File: src/rtl/diagonal_arbiter.sv
// Two-requester round-robin arbiter guarding a shared X/Y coordinate pair.
// A granted command runs IDLE -> EXEC -> RESP and keeps X >= Y at all times.
module diagonal_arbiter #(
    parameter int          W    = 4,
    parameter logic [W-1:0] KMAX = {W{1'b1}}
) (
    input  logic         clk,
    input  logic         reset,
    input  logic [1:0]   req,
    input  logic [1:0]   cmd0,
    input  logic [1:0]   cmd1,
    output logic [1:0]   gnt,
    output logic         ack,
    output logic         nack,
    output logic [W-1:0] X,
    output logic [W-1:0] Y,
    output logic         busy
);

    typedef enum logic [1:0] {IDLE, EXEC, RESP} state_t;

    localparam logic [W-1:0] ONE = {{(W-1){1'b0}}, 1'b1};

    state_t       state_q = IDLE;
    state_t       state_d;
    logic [1:0]   gnt_q   = 2'b00;
    logic [1:0]   gnt_d;
    logic [1:0]   cmd_q   = 2'b00;
    logic [1:0]   cmd_d;
    logic         ack_q   = 1'b0;
    logic         ack_d;
    logic         nack_q  = 1'b0;
    logic         nack_d;
    logic [W-1:0] x_q     = '0;
    logic [W-1:0] x_d;
    logic [W-1:0] y_q     = '0;
    logic [W-1:0] y_d;
    logic         rr_q    = 1'b1;
    logic         rr_d;
    logic         win;
    logic [W-1:0] jump;

    always_comb begin
        state_d = state_q;
        gnt_d   = gnt_q;
        cmd_d   = cmd_q;
        ack_d   = 1'b0;
        nack_d  = 1'b0;
        x_d     = x_q;
        y_d     = y_q;
        rr_d    = rr_q;
        // With both requesting, the one not granted last time wins.
        win     = (req == 2'b11) ? ~rr_q : req[1];
        jump    = (KMAX >> 1) + (x_q >> 1);
        unique case (state_q)
            IDLE: begin
                if (req != 2'b00) begin
                    state_d = EXEC;
                    gnt_d   = win ? 2'b10 : 2'b01;
                    cmd_d   = win ? cmd1 : cmd0;
                end
            end
            EXEC: begin
                state_d = RESP;
                ack_d   = 1'b1;
                case (cmd_q)
                    2'b01: if (x_q == KMAX) ack_d = 1'b0; else x_d = x_q + ONE;
                    2'b10: if (y_q == x_q)  ack_d = 1'b0; else y_d = y_q + ONE;
                    2'b11: if (jump < y_q)  ack_d = 1'b0; else x_d = jump;
                    default: ;
                endcase
                nack_d = ~ack_d;
            end
            RESP: begin
                state_d = IDLE;
                gnt_d   = 2'b00;
                rr_d    = gnt_q[1];
            end
            default: state_d = IDLE;
        endcase
    end

    always_ff @(posedge clk) begin
        if (reset) begin
            state_q <= IDLE;
            gnt_q   <= 2'b00;
            cmd_q   <= 2'b00;
            ack_q   <= 1'b0;
            nack_q  <= 1'b0;
            x_q     <= '0;
            y_q     <= '0;
            rr_q    <= 1'b1;
        end else begin
            state_q <= state_d;
            gnt_q   <= gnt_d;
            cmd_q   <= cmd_d;
            ack_q   <= ack_d;
            nack_q  <= nack_d;
            x_q     <= x_d;
            y_q     <= y_d;
            rr_q    <= rr_d;
        end
    end

    assign gnt  = gnt_q;
    assign ack  = ack_q;
    assign nack = nack_q;
    assign X    = x_q;
    assign Y    = y_q;
    assign busy = (state_q != IDLE);

    a_x_ge_y:    assert property (@(posedge clk) !(x_q < y_q));
    a_gnt_1hot:  assert property (@(posedge clk) $onehot0(gnt_q));
    a_resp_excl: assert property (@(posedge clk) !(ack_q && nack_q));
    a_resp_only: assert property (@(posedge clk) (ack_q || nack_q) |-> (state_q == RESP));

endmodule
File: config.mk
export PLATFORM = sky130hd
export DESIGN_NAME = diagonal_arbiter
export DESIGN_NICKNAME = d
export VERILOG_FILES = /design/src/rtl/diagonal_arbiter.sv
export SDC_FILE = /design/constraint.sdc
export NUM_CORES = 1
export LEC_CHECK = 0
export CELL_PAD_IN_SITES_DETAIL_PLACEMENT = 1
export CELL_PAD_IN_SITES_GLOBAL_PLACEMENT = 2
export CORE_MARGIN = 1
export CORE_UTILIZATION = 39
export DETAILED_ROUTE_END_ITERATION = 10
export DONT_BUFFER_PORTS = 1
export GPL_ROUTABILITY_DRIVEN = 0
export PLACE_DENSITY_LB_ADDON = 0.1
export SETUP_SLACK_MARGIN = 0.3
export SYNTH_ARGS = -nofsm -noshare
export SYNTH_HDL_FRONTEND = slang
export SYNTH_SLANG_ARGS = --single-unit
File: constraint.sdc
create_clock -name clk -period 5.9 [get_ports clk]
set_input_delay 1.18 -clock clk [delete_from_list [all_inputs] [get_ports clk]]
set_output_delay 1.18 -clock clk [all_outputs]
set_load 0.05 [all_outputs]
==> impl_summary.md, run 1 <==
STA
Timing would allow up to 344 MHz. The number of failing hold endpoints at the final stage is 0. The final critical path takes up 49.3% of the cycle. Counting I/O delays and the setup requirement, the final critical path takes 2910 ps. Setup repair after global routing left no endpoint under its margin. In this run the tightest slew margin relative to its limit is 49.1%. The setup violation total in the final timing report is 0. The hold slack is 498 ps. The maximum clock skew at final layout is 0.738 ps. The final number of max-transition violations was 0. Adding up every negative setup slack in the final design gives 0 ps.

Once routing completed, OpenROAD measured the worst setup slack at 2990 ps. For the pin with the worst max-slew slack, the measured transition is 763 ps.

Min path
The number of cells on the worst hold path is 2. The startpoint identified for the worst hold timing path is rr_q. The end point of the most critical hold path is rr_q. The type of the worst min-delay path is flip-flop to flip-flop.

Floorplanning
The core region is 2500 um^2. For this design the top-level I/O count stands at 21. The number of rows in the core area is 18. The overall die height is 53.6 um. Once the floorplan was initialized, standard cells occupied 41.5% of the core.

The die is 53.6 um wide. The area enclosed by the die boundary is 2870 um^2.

Worst setup path
The critical path is of the flip-flop to flip-flop type. The worst setup path is captured at a flip-flop. Along the worst path, the maximum fanout reaches 8. The launch point of the worst reg-to-reg path is X[2]. Measured in cells, the most critical reg-to-reg path has a length of 8. STA puts the critical path data required time at 6110 ps. The startpoint type of the worst setup path is a flip-flop.

STA puts the critical path data arrival time at 3120 ps. The worst register-to-register path ends at nack. The internal reg-to-reg setup slack is 2990 ps.

Cells and area
The fraction of final layout cells with drive strength greater than 1 is 10.1%. The finished cells cover 1080 um^2. From synthesis to final layout, the design area changed by 4.46%. The final antenna diode count is 0. In the layout the commonest cells are dfxtp_1, nor2_1, nand2_1, mux2i_1, ha_1. Leaving out fill and tap cells, the most frequent cell in the layout is dfxtp_1.

The final layout contains 135 nets.

Clocking
The clock tree from TritonCTS is yes. For the worst-skew pair, the clock arrives at the later sink with an insertion delay of 300 ps. The total clock sinks is 17. Clock tree synthesis inserted a total of 3 buffers. The number of buffers added to fix hold violations after cts is 0. The clock slew at the register clock pins of the worst setup and hold paths is 110 ps. Post-CTS repair changed the size of 0 cells. The maximum buffer depth of the clock tree is 2. CTS built an H-tree with a depth of 1. In this run the post-CTS setup repair buffer count came out at 0. The clock tree root buffer cell is clkbuf_4.

Routing
For this run, design rule violations remaining after detail routing come to 0. The mean routed wirelength per cell is 16.8 um. In this run the remaining antenna-violating nets after routing total 0. The number of iterations in the first detailed-routing pass is 4.

Wires add up to 2500 um. For this block, the initial DRC count from the detailed router was 10. Across all layers, the routed design uses 867 vias.

Using the TritonRoute via totals, the vias-per-cell ratio works out to 5.82.

Placed design
The HPWL reported at the end of detailed placement is 1850 um. After detailed placement, the total cell area comes to 1050 um^2. The count of buffers added on input and output ports is 0. At the placement stage, the worst setup path has a slack of 3020 ps.

Power
IR analysis of the VDD net gives a maximum drop of 197 uV. The power density over the cells is 217 nW/um^2. Total power for the finished layout comes to 235 uW. The leakage component of the power is 0.401 nW.

Global routing
The first-pass GRT wire length is 3970 um. After global routing the overflow that remains totals 0. The via count of the first global-routing pass is 877. The number of antenna violations at the first check in global routing is 0.

The largest net degree at the start of global routing is 22. The global-route usage over all layers is 19.8%.

Synthesis
In this run, synthesis produced a sequential element count of 17. The mapped cell area is 1040 um^2. The net count after synthesis is 135. The share of flip-flops with an asynchronous set or reset after synthesis is 0%. For this run, the number of Yosys warnings is 0. The most frequently used flop master after synthesis is dfxtp_1. Summing the sequential cell areas from Yosys gives 32.8% of the chip area. The number of enable-type register cells in the synthesized netlist is 0. Summed over its instances, the top area cell type makes up 32.8% of the synthesized netlist area. Ranked by total cell area, the synthesized netlist is headed by dfxtp_1, ha_1, mux2i_1. The synthesized design spends more area on one cell type than any other, namely dfxtp_1. The synthesized area per cell is 8.64 um^2. The gate count of the mapped netlist is 120. The number of distinct library cell variants in the gate-level netlist after synthesis is 38.

Status
The flow ran to the end, and the final reports show no timing, DRC or antenna violations.

Job
Across the run, the number of max-cap violations was 0.
## how the worst max path moves through the flow
stage / to / from / depth (start not counted)
floorplan: ack / X[1] / 8
global placement: nack / X[2] / 8
detailed placement: nack / X[2] / 8
CTS: nack / X[2] / 8
global route: nack / X[2] / 8
finish: nack / X[2] / 8
## cells by family (layout without fill, tap and decap cells)
family,Yosys count,count (layout),share of synthesized area (%)
multiplexers,11,11,11.1
AND/OR/NAND/NOR,44,44,22.7
XOR/XNOR,5,5,4.22
buffers and inverters,11,10,4.22
AO/OA/AOI/OAI,25,25,16.5
flip-flops,17,17,32.8
adder cells (fa/ha/maj),7,7,8.44
## metal layers
layer	wire [um]	global-route usage (%)	part of all wire [%]
met5	0	0	0
met4	15	3.95	0.60
met3	98	6.21	3.9
met2	1210	34.8	48
met1	1180	23.5	47
## layout make-up
type / instances / area (um^2)
Clock buffer: 3 / 22.5
Clock inverter: 1 / 7.51
Fill cell: 313 / 1420
Inverter: 6 / 22.5
Multi-Input combinational cell: 92 / 653
Sequential cell: 17 / 340
Tap cell: 30 / 37.5
## metrics by stage
step,util (%),cells
global route,43.3,149
finish,43.3,149
floorplan,-,120
CTS,43.3,149
detailed placement,42.1,145
global placement,42.1,145
## sequential cells by signal (all words and copies together) (netlist names)
name and cells:
X 4, Y 4, cmd_q 2, gnt 2
state_q 2, ack 1, nack 1, rr_q 1
## synthesized netlist by cell type (2+ instances only)
library cell and instances:
ha_1 7, nand3_1 2, a41oi_1 2, dfxtp_1 17
clkbuf_1 3, o21ai_0 4, buf_2 2, xnor2_1 4
nand2_1 7, nor3_1 2, mux2_2 4, nand4_1 2
nand2b_1 6, nor2b_1 4, inv_1 6, nor2_1 12
mux2i_1 7, a21oi_1 6, a211oi_1 4
## report_power, final
part           internal (mW)  switching, mW  leakage, nW
registers              0.120         0.0157        0.139
logic                 0.0126         0.0166        0.249
clock network         0.0259         0.0438       0.0139
## critical path: stages (launching register included)
cell and delay [ps]:
dfxtp_1 830, inv_1 190, ha_1 240, xor2_1 220, ha_1 290, a21o_1 160, a21oi_1 370, a21oi_1 160
nor4b_1 340
No activity file was read; power rests on OpenSTA's default activity.
==> inputs of run 2 (changes only) <==
Settings changed: CORE_UTILIZATION 39 to 36.
Clock period 5.9 ns to 3 ns, I/O delays scaled along.
==> run 2 against run 1 <==
Compared with the run above:
- count of clock-buffer cells in the layout did not move
- global-route usage fell by 1.5 points
- design area rose by 4.0%
- die area rose by 8.0%
- flip-flop and latch count did not move
- register-to-register slack got worse by 2400 ps
- critical endpoint is now ack
- largest cell class unchanged
==> impl_summary.md, run 2 (synthesized netlist as in run 1, its figures left out) <==
STA
The remaining max-slew budget at the tightest pin was 50.8% (+1.8 points). The total negative slack is 0 ps (unchanged). The slew of the pin with the lowest slew margin is 736 ps (-26.3 ps). The minimum period implied by the final worst setup slack is 2420 ps (-488 ps). The final critical-path share of the clock period was 80.7% (+31 points). The setup violation total in the final timing report came to 0 (unchanged).

The hold slack is 342 ps (-156 ps). The maximum clock frequency is 413 MHz (+20%). The smallest setup slack after layout was 578 ps (-2410 ps). Setup repair after global routing left no endpoint under its margin.

The final number of max-transition violations was 0 (unchanged). The number of failing hold endpoints at the final stage is 0 (unchanged). The maximum clock skew at final layout is 4.57 ps (+3.83 ps).

Clocking
The clock slew at the register clock pins of the worst setup and hold paths was 110 ps (about the same). The total clock sinks is 17 (unchanged). The cell sitting at the root of the clock tree is a clkbuf_4.

The clock latency on the worst-skew pair was 310 ps (about the same). The post-cts sizing count was 0 (unchanged). The CTS buffer count is 3 (unchanged). The number of setup buffers added after CTS is 0 (unchanged).

The number of buffers added to fix hold violations after cts came to 0 (unchanged). The maximum buffer depth of the clock tree is 2 (unchanged). The level count of the clock H-tree is 1 (unchanged). TritonCTS built the clock tree.

Worst setup path
The largest individual stage delay along the critical path comes from the cell dfxtp_1. The top fanout value on the critical path is 8 (unchanged). The arrival time reported for the critical path endpoint is 2630 ps (-490 ps). Among the stages of the critical path, the cell type that occurs most often is a21oi_1. The element type at the critical path end is a flip-flop.

The maximum cell stage delay along the critical path is 810 ps (-20 ps). The worst setup path is launched from a flip-flop. Traced cell by cell, the critical path runs through xor2_1 -> ha_1 -> a21o_1 -> a21oi_1 -> a21oi_1 -> o31a_1. The class of the most critical setup path is flip-flop to flip-flop. The critical path required time is 3210 ps (-2900 ps).

Global routing
The sum of overflow across all layers after global routing is 0 (unchanged). The first-pass GRT wire length came to 4360 um (+9.9%). The global-route met3 utilization is 3.49% (-2.7 points). The met1 layer usage reported by global route is 22.6% (-0.90 points). The global-route usage over all layers is 18.3% (-1.5 points). The layer flagged by global routing as most heavily used is met2. The via count of the first global-routing pass is 936 (+6.7%). The number of antenna violations at the first check in global routing is 0 (unchanged). The largest net degree at the start of global routing is 22 (unchanged).

The fraction of met2 tracks used by global routing was 29.6% (-5.2 points).

Job
The number of max-cap violations was 0 (unchanged).

Routing
The number of remaining DRC errors came to 0 (unchanged). The total length of routed wires is 2560 um (+2.3%). The detail-routed via count per cell was 5.79 (-0.41%). The number of iterations in the first detailed-routing pass is 4 (unchanged). The mean routed wirelength per cell is 16.4 um (-2.3%).

The detailed router's first-iteration violation count is 21 (+11). The remaining number of nets flagged by the antenna check after routing is 0 (unchanged). The total via count in the routed design is 904 (+4.3%).

Cells and area
The final instance count without filler cells came to 156 (+4.7%). The library cells used most frequently in the layout, excluding fill and tap cells, are dfxtp_1, nor2_1, nand2_1, mux2i_1, ha_1. The final antenna diode count is 0 (unchanged). The filler cell count was 328 (+4.8%).

The sequential cell area in the final layout is 340 um^2 (unchanged). The number of nets at the end of the flow is 141 (+4.4%). The area of the multi-input gates is 653 um^2 (unchanged). The leading cell type in the layout, fill and taps excluded is dfxtp_1. The fraction of final layout cells with drive strength greater than 1 is 14.4% (+4.3 points). The layout overhead on the synthesized area is 8.69%.

Placed design
The count of buffers from port buffering was 0 (unchanged). The worst-case setup slack after placement is 622 ps (-2400 ps). The HPWL reported at the end of detailed placement is 1930 um (+4.1%). The number of cells after detailed placement is 152 (+4.8%).

Status
The run finished with clean final reports.

Floorplanning
The overall die height came to 55.7 um (+3.9%). The number of rows in the core area was 19 (+1). The floorplan core area came to 2730 um^2 (+9.4%).

The top-level port count is 21 (unchanged). The area enclosed by the die boundary is 3100 um^2 (+8.0%). The starting density of the core is 37.9% (-3.6 points). The horizontal extent of the die came to 55.7 um (+3.9%).

Power
The total power consumption of the routed design came to 457 uW (+95%). The worst IR drop on VDD was 273 uV (+39%). The leakage component of the power is 0.438 nW (+9.1%). The power density over the cells came to 405 nW/um^2 (+87%).

Min path
The worst hold path belongs to the class input pin to flip-flop.
-- run 2: critical path, delay by kind of cell (launching register included) --
kind,cells,cell delay [ps]
flip-flops,1,810
XOR/XNOR,1,240
AO/OA/AOI/OAI,4,990
adder cells (fa/ha/maj),1,270
-- run 2: cell type report --
cell class	instances	share of cell area, %
repair buffers	6	4.00
well taps	31	3.44
clock inverters	1	0.444
flip-flops and latches	17	30.2
clock buffers	3	2.00
inverters	6	2.00
multi-input cells	92	57.9
-- run 2: layer usage --
metal | up-vias | wire, um | part of all wire [%]
li1 | 441 | - | -
met1 | 435 | 1150 | 45
met2 | 23 | 1230 | 48
met3 | 5 | 121 | 4.7
met4 | 0 | 56 | 2.2
met5 | - | 0 | 0
-- run 2: path summary, 6_finish.rpt --
kind	start	end	slack [ps]	depth (start not counted)
worst max-delay path	X[3]	ack	580	6
worst min-delay path	reset	Y[2]	340	1
worst max register to register	X[3]	ack	580	6
worst min register to register	rr_q	rr_q	500	2
-- run 2: through the flow --
step | util, % | instance area [um^2]
floorplan | - | 1040
global placement | 40.2 | 1100
detailed placement | 40.2 | 1100
CTS | 41.2 | 1130
global route | 41.2 | 1130
finish | 41.2 | 1130
-- run 2: where the power goes --
group	switching, mW	total [mW]	internal (mW)
combinational	0.0335	0.0586	0.0251
sequential	0.0297	0.266	0.236
clock	0.0827	0.133	0.0499
==> inputs of run 3 (changes only) <==
Clock period 3 ns to 2.48 ns, I/O delays scaled along.
==> run 3 against run 2 <==
Compared with the run above:
- combinational power increased by 38%
- count of clock-buffer cells in the layout increased by 1
- final cell count increased by 1.3%
- largest cell class unchanged
- fmax increased by 11%
==> impl_summary.md, run 3 (synthesized netlist as in run 1, its figures left out) <==
Status
The flow ran to the end, and the final reports show no timing, DRC or antenna violations.

Global routing
The largest net degree at the start of global routing is 22 (unchanged). The global-route usage over all layers came to 18.4% (+0.15 points). The sum of overflow across all layers after global routing is 0 (unchanged). The first-pass GRT wire length is 4480 um (+2.7%). The number of antenna violations at the first check in global routing is 0 (unchanged). The via count of the first global-routing pass was 977 (+4.4%).

STA
The slew of the pin with the lowest slew margin is 602 ps (-134 ps). The minimum period implied by the final worst setup slack came to 2170 ps (-247 ps). The number of failing hold endpoints at the final stage came to 0 (unchanged). The total negative slack was 0 ps (unchanged). The hold slack is 261 ps (-81.0 ps). The maximum clock frequency is 460 MHz (+11%).

The setup violation total in the final timing report is 0 (unchanged). The final critical-path share of the clock period is 87.7% (+6.9 points). The maximum clock skew at final layout is 1.56 ps (-3.01 ps). The remaining max-slew budget at the tightest pin is 59.5% (+8.7 points). Setup repair after global routing could not meet its margin everywhere. The final number of max-transition violations came to 0 (unchanged).

Floorplanning
The top-level port count came to 21 (unchanged). The area enclosed by the die boundary is 3100 um^2 (unchanged). The floorplan core area is 2730 um^2 (unchanged).

The starting density of the core was 37.9% (unchanged). The number of rows in the core area was 19 (unchanged). The overall die height is 55.7 um (unchanged).

The horizontal extent of the die is 55.7 um (unchanged).

Power
The fraction of power consumed by combinational cells was 14.6% (+1.8 points). The worst IR drop on VDD is 312 uV (+14%). The switching share of total power is 31.3% (-0.59 points).

The power density over the cells is 454 nW/um^2 (+12%). The leakage component of the power is 0.461 nW (+5.2%). The internal portion of total power is 380 uW (+22%). The clock share of power is 27.9% (-1.1 points). The switching power total is 173 uW (+19%).

The relative contribution of sequential cells to total power is 57.4% (-0.8 points).

Clocking
The total clock sinks was 17 (unchanged). The maximum buffer depth of the clock tree is 2 (unchanged). The clock tree from TritonCTS is yes. The level count of the clock H-tree came to 1 (unchanged). The clock tree root buffer cell is clkbuf_4. The clock latency on the worst-skew pair is 290 ps (-20 ps).

The number of buffers added to fix hold violations after cts is 0 (unchanged). The CTS buffer count was 3 (unchanged). The clock slew at the register clock pins of the worst setup and hold paths is 100 ps (about the same).

Cells and area
Leaving out fill and tap cells, the most frequent cell in the layout is dfxtp_1. The top cell types in the final layout, fill and taps aside, are dfxtp_1, nor2_1, buf_4. The final antenna diode count came to 0 (unchanged). The final design utilization is 44.6% (+3.3 points).

The number of nets at the end of the flow is 143 (+1.4%). The fraction of final layout cells with drive strength greater than 1 is 24.4% (+10 points). Compared with the post-synthesis result, the final layout area differs by 17.5%.

Placed design
The HPWL reported at the end of detailed placement was 1950 um (+1.5%). The count of buffers from port buffering is 0 (unchanged).

Worst setup path
The top fanout value on the critical path is 8 (unchanged). The arrival time reported for the critical path endpoint is 2360 ps (-270 ps). The critical path required time came to 2670 ps (-540 ps). The class of the most critical setup path is flip-flop to flip-flop. The startpoint type of the worst setup path is a flip-flop. The element type at the critical path end is a flip-flop.

Routing
The total length of routed wires was 2820 um (+10%). The detail-routed via count per cell was 5.77 (-0.50%). The mean routed wirelength per cell is 17.8 um (+8.7%). The total via count in the routed design was 911 (+0.77%). The number of remaining DRC errors is 0 (unchanged). The remaining number of nets flagged by the antenna check after routing was 0 (unchanged).

The number of iterations in the first detailed-routing pass is 4 (unchanged). The detailed router's first-iteration violation count is 38 (+81%).

Min path
The tightest min-delay check is of the input pin to flip-flop type.

Job
The number of max-cap violations is 0 (unchanged).
run 3: power groups by stage:
stage,Combinational [mW],Sequential (mW),Clock [mW]
finish,0.0811,0.318,0.155
global route,0.0903,0.321,0.170
CTS,0.0762,0.318,0.163
detailed placement,0.0756,0.324,0
global placement,0.0747,0.323,0
floorplan,0.0702,0.316,0
run 3: path summary, 6_finish.rpt:
kind | cells past startpoint | slack (ps) | from | to
worst max register to register | 6 | 310 | X[1] | X[2]
worst max-delay path | 6 | 310 | X[1] | X[2]
worst min-delay path | 1 | 260 | reset | cmd_q[0]
worst min register to register | 2 | 510 | rr_q | rr_q
run 3: final cells by class:
cell class / count / area, um^2
clock buffer: 4 / 26.3
sequential: 17 / 349
fill: 319 / 1520
timing repair buffer: 8 / 60.1
multi-input combinational: 92 / 717
inverter: 6 / 27.5
tap: 31 / 38.8
run 3: layer usage:
metal / global-route usage [%] / vias to the layer above / routed length, um
met5: 0 / - / 0
met4: 5.71 / 0 / 16
met3: 5.12 / 2 / 120
met2: 33.0 / 24 / 1460
met1: 21.1 / 441 / 1220
li1: - / 444 / -
run 3: what timing repair did:
action,4_1_cts,5_1_grt
endpoints found under the setup margin,5,6
hold endpoints to repair,0,0
resized for setup,3,10
pin swaps,0,7
setup buffers,0,1
run 3: stage by stage:
stage	setup slack, ps	total power [mW]	instance area (um^2)	cells
CTS	317	0.557	1150	157
finish	306	0.554	1220	158
global placement	285	0.398	1120	153
global route	244	0.581	1220	158
detailed placement	262	0.400	1120	153
floorplan	326	0.386	1050	120
run 3: critical path, cell delays in order, from the launching register on:
cell,delay [ps]
dfxtp_4,450
or3_2,560
ha_4,310
nand4_1,220
buf_4,230
a211oi_2,210
nor4_1,80
